### src/rtl/tile_noc_pkg.sv
// Shared constants, size-field positions and drain FSM states for the tile
// cluster write path.
package tile_noc_pkg;

  localparam int LINE_WORDS  = 8;
  localparam int WORD_W      = 66;
  localparam int LINE_W      = LINE_WORDS * WORD_W;
  localparam int ADDR_W      = 37;
  localparam int MEM_ADDR_W  = ADDR_W + 3;
  localparam int DONE_ADDR_W = ADDR_W + 10;
  localparam int SZ_W        = 12;

  localparam int SZ_SHARED   = 11;
  localparam int SZ_EXCL     = 10;
  localparam int SZ_MSK_HI   = 9;
  localparam int SZ_MSK_LO   = 0;

  typedef enum logic [1:0] {
    IDLE  = 2'd0,
    WRITE = 2'd1,
    DONE  = 2'd2
  } drain_state_e;

  // Expected check bits {^upper half, ^lower half} of a 64-bit payload.
  function automatic logic [1:0] word_parity(input logic [63:0] w);
    return {^w[63:32], ^w[31:0]};
  endfunction

endpackage

### src/rtl/tile_ffs8.sv
// 8-bit find-first-set: lowest set bit of vec at or above start.
module tile_ffs8 (
  input  logic [7:0] vec,
  input  logic [2:0] start,
  output logic       found,
  output logic [2:0] idx
);

  always_comb begin
    found = 1'b0;
    idx   = 3'd0;
    // Scan downward so the lowest qualifying bit is the last one written.
    for (int i = 7; i >= 0; i--) begin
      if (vec[i] && (i >= int'(start))) begin
        found = 1'b1;
        idx   = 3'(i);
      end
    end
  end

endmodule

### src/rtl/tilexy_cl_drain.sv
// Drains line requests from the cluster FIFO into a skid buffer and writes
// them word by word to the tile memory port. Optional macro: TILE_DRAIN_ECC_EN.
module tilexy_cl_drain
  import tile_noc_pkg::*;
#(
  parameter int tile_X = 0,
  parameter int tile_Y = 0,
  parameter int DEPTH  = 2
) (
  input  logic                   clk,
  input  logic                   rst,
  input  logic                   req_valid,
  input  logic [LINE_W-1:0]      req_data,
  input  logic [ADDR_W-1:0]      req_addr,
  input  logic [SZ_W-1:0]        req_size,
  output logic                   req_pop,
  output logic                   mem_wen,
  output logic [MEM_ADDR_W-1:0]  mem_addr,
  output logic [WORD_W-1:0]      mem_wdata,
  input  logic                   mem_ready,
  output logic                   done_valid,
  output logic [DONE_ADDR_W-1:0] done_addr,
  output logic                   done_excl,
  output logic                   err
);

  localparam int          AW      = $clog2(DEPTH);
  localparam logic [4:0]  TILE_X5 = 5'(tile_X);
  localparam logic [4:0]  TILE_Y5 = 5'(tile_Y);
  localparam logic [AW:0] PTR_ONE = (AW + 1)'(1);

  logic [AW:0]   wr_ptr_q, wr_ptr_d, rd_ptr_q, rd_ptr_d;
  logic [AW-1:0] wr_idx, rd_idx;
  logic          full, empty;

  logic [LINE_W-1:0] buf_data [DEPTH];
  logic [ADDR_W-1:0] buf_addr [DEPTH];
  logic [7:0]        buf_mask [DEPTH];
  logic              buf_excl [DEPTH];

  drain_state_e      state_q, state_d;
  logic [LINE_W-1:0] line_data_q, line_data_d;
  logic [ADDR_W-1:0] line_addr_q, line_addr_d;
  logic [7:0]        line_mask_q, line_mask_d;
  logic              line_excl_q, line_excl_d;
  logic [2:0]        word_idx_q, word_idx_d;

  logic [WORD_W-1:0] line_word [LINE_WORDS];
  logic [WORD_W-1:0] cur_word;
  logic              word_bad;
  logic [7:0]        ffs_vec;
  logic [2:0]        ffs_start, ffs_idx;
  logic              ffs_found;

  logic unused_size;
  assign unused_size = ^{req_size[SZ_SHARED], req_size[SZ_MSK_HI:SZ_MSK_HI-1]};

  assign wr_idx = wr_ptr_q[AW-1:0];
  assign rd_idx = rd_ptr_q[AW-1:0];
  assign empty  = (wr_ptr_q == rd_ptr_q);
  assign full   = (wr_ptr_q == {~rd_ptr_q[AW], rd_ptr_q[AW-1:0]});

  // Gated by reset so nothing is taken from the FIFO while the buffer is held clear.
  assign req_pop = rst & req_valid & ~full;

  always_ff @(posedge clk) begin
    if (req_pop) begin
      buf_data[wr_idx] <= req_data;
      buf_addr[wr_idx] <= req_addr;
      buf_mask[wr_idx] <= req_size[SZ_MSK_LO +: 8];
      buf_excl[wr_idx] <= req_size[SZ_EXCL];
    end
  end

  for (genvar gi = 0; gi < LINE_WORDS; gi++) begin : g_word
    assign line_word[gi] = line_data_q[gi*WORD_W +: WORD_W];
  end
  assign cur_word = line_word[word_idx_q];

`ifdef TILE_DRAIN_ECC_EN
  assign word_bad = (cur_word[65:64] != word_parity(cur_word[63:0]));
`else
  assign word_bad = 1'b0;
`endif

  // One search unit: IDLE looks for the first word of the head entry,
  // WRITE looks for the next word above the current one.
  assign ffs_vec   = (state_q == IDLE) ? buf_mask[rd_idx] : line_mask_q;
  assign ffs_start = (state_q == IDLE) ? 3'd0 : word_idx_q + 3'd1;

  tile_ffs8 u_ffs (
    .vec   (ffs_vec),
    .start (ffs_start),
    .found (ffs_found),
    .idx   (ffs_idx)
  );

  always_comb begin
    state_d     = state_q;
    line_data_d = line_data_q;
    line_addr_d = line_addr_q;
    line_mask_d = line_mask_q;
    line_excl_d = line_excl_q;
    word_idx_d  = word_idx_q;
    rd_ptr_d    = rd_ptr_q;
    wr_ptr_d    = req_pop ? wr_ptr_q + PTR_ONE : wr_ptr_q;
    mem_wen     = 1'b0;
    err         = 1'b0;
    done_valid  = 1'b0;

    unique case (state_q)
      IDLE: begin
        if (!empty) begin
          line_data_d = buf_data[rd_idx];
          line_addr_d = buf_addr[rd_idx];
          line_mask_d = buf_mask[rd_idx];
          line_excl_d = buf_excl[rd_idx];
          if (ffs_found) begin
            word_idx_d = ffs_idx;
            state_d    = WRITE;
          end else begin
            state_d    = DONE;
          end
        end
      end
      WRITE: begin
        mem_wen = ~word_bad;
        err     = word_bad;
        // A corrupt word is consumed without waiting for the memory.
        if ((mem_wen && mem_ready) || word_bad) begin
          if (ffs_found && (word_idx_q != 3'd7)) begin
            word_idx_d = ffs_idx;
          end else begin
            state_d    = DONE;
          end
        end
      end
      DONE: begin
        done_valid = 1'b1;
        rd_ptr_d   = rd_ptr_q + PTR_ONE;
        state_d    = IDLE;
      end
      default: state_d = IDLE;
    endcase
  end

  assign mem_addr  = (state_q == WRITE) ? {line_addr_q, word_idx_q} : '0;
  assign mem_wdata = (state_q == WRITE) ? cur_word : '0;
  assign done_addr = done_valid ? {TILE_Y5, TILE_X5, line_addr_q} : '0;
  assign done_excl = done_valid & line_excl_q;

  always_ff @(posedge clk or negedge rst) begin
    if (!rst) begin
      state_q     <= IDLE;
      line_data_q <= '0;
      line_addr_q <= '0;
      line_mask_q <= '0;
      line_excl_q <= 1'b0;
      word_idx_q  <= 3'd0;
      wr_ptr_q    <= '0;
      rd_ptr_q    <= '0;
    end else begin
      state_q     <= state_d;
      line_data_q <= line_data_d;
      line_addr_q <= line_addr_d;
      line_mask_q <= line_mask_d;
      line_excl_q <= line_excl_d;
      word_idx_q  <= word_idx_d;
      wr_ptr_q    <= wr_ptr_d;
      rd_ptr_q    <= rd_ptr_d;
    end
  end

endmodule

### config.mk
export PLATFORM = sky130hd
export DESIGN_NAME = tilexy_cl_drain
export DESIGN_NICKNAME = d
export VERILOG_FILES = /design/src/rtl/tile_noc_pkg.sv /design/src/rtl/tile_ffs8.sv /design/src/rtl/tilexy_cl_drain.sv
export SDC_FILE = /design/constraint.sdc
export NUM_CORES = 2
export LEC_CHECK = 0
export ABC_CLOCK_PERIOD_IN_PS = 32800
export CAP_MARGIN = 20
export CORE_MARGIN = 5
export CORE_UTILIZATION = 56
export CTS_CLUSTER_DIAMETER = 80
export DETAILED_ROUTE_END_ITERATION = 10
export HOLD_SLACK_MARGIN = 0.15
export PLACE_DENSITY = 0.83
export SLEW_MARGIN = 20
export SYNTH_ARGS = -nofsm -noshare
export SYNTH_HDL_FRONTEND = slang
export SYNTH_SLANG_ARGS = --single-unit
### constraint.sdc
create_clock -name clk -period 32.8 [get_ports clk]
set_clock_uncertainty 0.05 [all_clocks]
set_input_delay 9.84 -clock clk [delete_from_list [all_inputs] [get_ports clk]]
set_output_delay 9.84 -clock clk [all_outputs]
set_load 0.05 [all_outputs]
==> metrics.md <==
| Metric | Value |
|---|---|
| Post-CTS setup buffer count | `0` |
| Slew margin rel. | `23.5%` |
| Starting Density | `56.2%` |
| WP data arrival | `11650 ps` |
| Post-synth EDFFs | `1148` |
| Slew Limit Fails | `0` |
| Wire per inst | `24.6 µm` |
| Core area | `0.118 mm²` |
| Rows | `126` |
| First-pass GRT wire length | `243000 µm` |
| Chip width | `354 µm` |
| Final cell count without fillers | `6607` |
| Area share of the largest cell type after synthesis | `52.1%` |
| Final Wtd Congestion | `0.846` |
| Die Ht | `354 µm` |
| Largest net degree at the start of global routing | `178` |
| Via density per instance | `5.76` |
| Routed Antenna Nets | `0` |
| Crit-path max FO | `61` |
| Pre-antenna DRT Iters | `6` |
| Post-synthesis area per instance | `16.0 µm²` |
| Element type at the critical path end | `output pin` |
| Via Count | `38.1k` |
| Hpwl dp | `101000 µm` |
| Total leakage power | `31.1 nW` |
| Gr ovfl total | `0` |
| Tightest Pin Transition | `1150 ps` |
| Cts hold-fix bufs | `0` |
| F_max | `46.4 MHz` |
| Worst min path class | `flip-flop to flip-flop` |
| Clk sinks | `1731` |
| Cell Area, Synth | `0.0662 mm²` |
| Worst-case clock buffer depth | `3` |
| Die area | `0.125 mm²` |
| Post-synthesis cell type count | `44` |
| CTS tree | `built` |
| Skew-Pair Late Insertion Delay | `820 ps` |
| Post-CTS sizing | `0` |
| Crit path launch type | `primary input` |
| Root Buffer | `clkbuf_16` |
| Placed insts | `6203` |
| Reg clk slew, reported paths | `60 ps` |
| Period Utilization, post-route | `65.7%` |
| Status | `finished clean` |
| Port Buffers | `724` |
| Setup Viol. Count Final | `0` |
| Worst setup path class | `primary input to output pin` |
| Ranking of synthesized cells by area | `edfxtp_1 (52%), dfrtp_1 (22%), mux2i_1 (9.6%)` |
| Max-cap violations | `0` |
| Synth warnings | `0` |
| Share of the yosys chip area belonging to registers | `74.1%` |
| Area Growth Syn to Fin | `21.6%` |
| # DRC | `0` |
| Fin crit period | `21540 ps` |
| Initial antenna violation count | `84` |
| Post-Synthesis Cells | `4141` |
| Final Hold Viols | `0` |
| Layout cell share with drive strength beyond 1 | `9.22%` |
| Overall Global Routing Usage | `25.7%` |
| H-tree Lvls | `4` |
| DRT Wirelength | `162000 µm` |
| PwrDens | `99.2 mW/mm²` |
| I/O pins | `739` |
| Maximum VDD drop | `0.0755 mV` |
| Critical path required time | `22910 ps` |
| Setup TNS Final | `0 ps` |
| Num CTS Buffers | `171` |
| Initial drt markers | `4013` |
| Vias in the first global route | `39.6k` |
| RSZ-0062 raised after global routing | `false` |
| Synth Register Bits | `1731` |
| Area leader, netlist | `edfxtp_1` |
| Min Hold Slack | `424 ps` |
| Post-synth ARST share | `33.7%` |
| Dominant synthesized flop cell | `edfxtp_1` |
| Post-layout nets | `5425` |
[power breakdown]
part	leakage, nW	internal [W]	switching (W)
Clock	2.80	0.00115	0.000838
Combinational	10.5	0.00103	0.00168
Sequential	17.7	0.00297	0.000318
[placed cells by master, fill, tap and decap left out, types with 5 or more instances in the layout]
cell             count
a21oi_1              6
and2_1              78
buf_4               48
bufinv_16           14
clkbuf_1            43
clkbuf_16          172
clkbuf_8            25
clkdlybuf4s50_1    723
clkinv_1            20
clkinv_16            5
clkinv_2            23
clkinv_8             7
clkinvlp_4           8
conb_1              11
dfrtp_1            579
diode_2             82
edfxtp_1          1148
mux2i_1            638
mux4_2             132
nand2_1            583
nor2_1              76
nor2b_1              5
o21ai_0            179
o21ai_1            400
[cell usage after synthesis (43+ instances only)]
cell,instances
and2_1,79
buf_2,43
buf_6,47
clkbuf_1,147
dfrtp_1,583
edfxtp_1,1148
mux2i_1,638
mux4_2,132
nand2_1,583
nor2_1,76
o21ai_0,179
o21ai_1,400
[path summary, 6_finish.rpt]
kind,start,to,slack [ps],depth (start not counted)
max in group asynchronous,rst,line_data_q[527],21000,4
worst min register to register,line_data_q[142],line_data_q[142],420,2
worst max-delay path,rst,req_pop,11260,4
min in group asynchronous,rst,line_data_q[293],8960,1
worst min-delay path,line_data_q[142],line_data_q[142],420,2
worst max register to register,rd_ptr_q[0],buf_data[1][214],26550,8
[metrics by stage]
stage | setup slack [ps] | total power [W] | instance area (µm²) | util (%)
floorplan | 6430 | 0.00535 | 66200 | -
global placement | 11300 | 0.00589 | 74400 | 63.2
detailed placement | 11270 | 0.00601 | 74400 | 63.2
CTS | 11270 | 0.00802 | 80200 | 68.1
global route | 11150 | 0.00837 | 80500 | 68.3
finish | 11260 | 0.00798 | 80500 | 68.4
[cell families after synthesis]
family	after synthesis	synth area share, %
AO/OA/AOI/OAI	605	4.67
XOR/XNOR	6	0.0794
adder cells (fa/ha/maj)	2	0.0378
buffers and inverters	262	2.20
flip-flops	1731	74.1
multiplexers	773	14.2
other	1	0.00566
AND/OR/NAND/NOR	761	4.71
[sequential cells by signal, summed over array words and instances (netlist names)]
signal / flops
buf_data: 1056
line_data_q: 528
buf_addr: 74
line_addr_q: 37
buf_mask: 16
line_mask_q: 8
word_idx_q: 3
buf_excl: 2
rd_ptr_q: 2
state_q: 2
wr_ptr_q: 2
line_excl_q: 1
[cell type report]
type / count / area, µm²
flip-flops and latches: 1731 / 49100
fillers: 7415 / 37300
multi-input cells: 2158 / 15700
repair buffers: 778 / 7750
clock buffers: 240 / 4810
well taps: 1536 / 1920
clock inverters: 80 / 988
diodes: 82 / 205
inverters: 2 / 7.51
[critical path, stage by stage]
cell             delay [ps]
buf_8                   400
nand2_1                 130
nor2_1                  310
clkdlybuf4s50_1         880
[metal layers]
layer / vias up / wire, µm / GRT usage, %
li1: 16800 / - / -
met1: 19400 / 60300 / 32.8
met2: 1593 / 83100 / 42.3
met3: 324 / 12400 / 5.81
met4: 24 / 6320 / 12.0
met5: - / 167 / 0
Note: power is estimated with default switching activity, not from simulation.
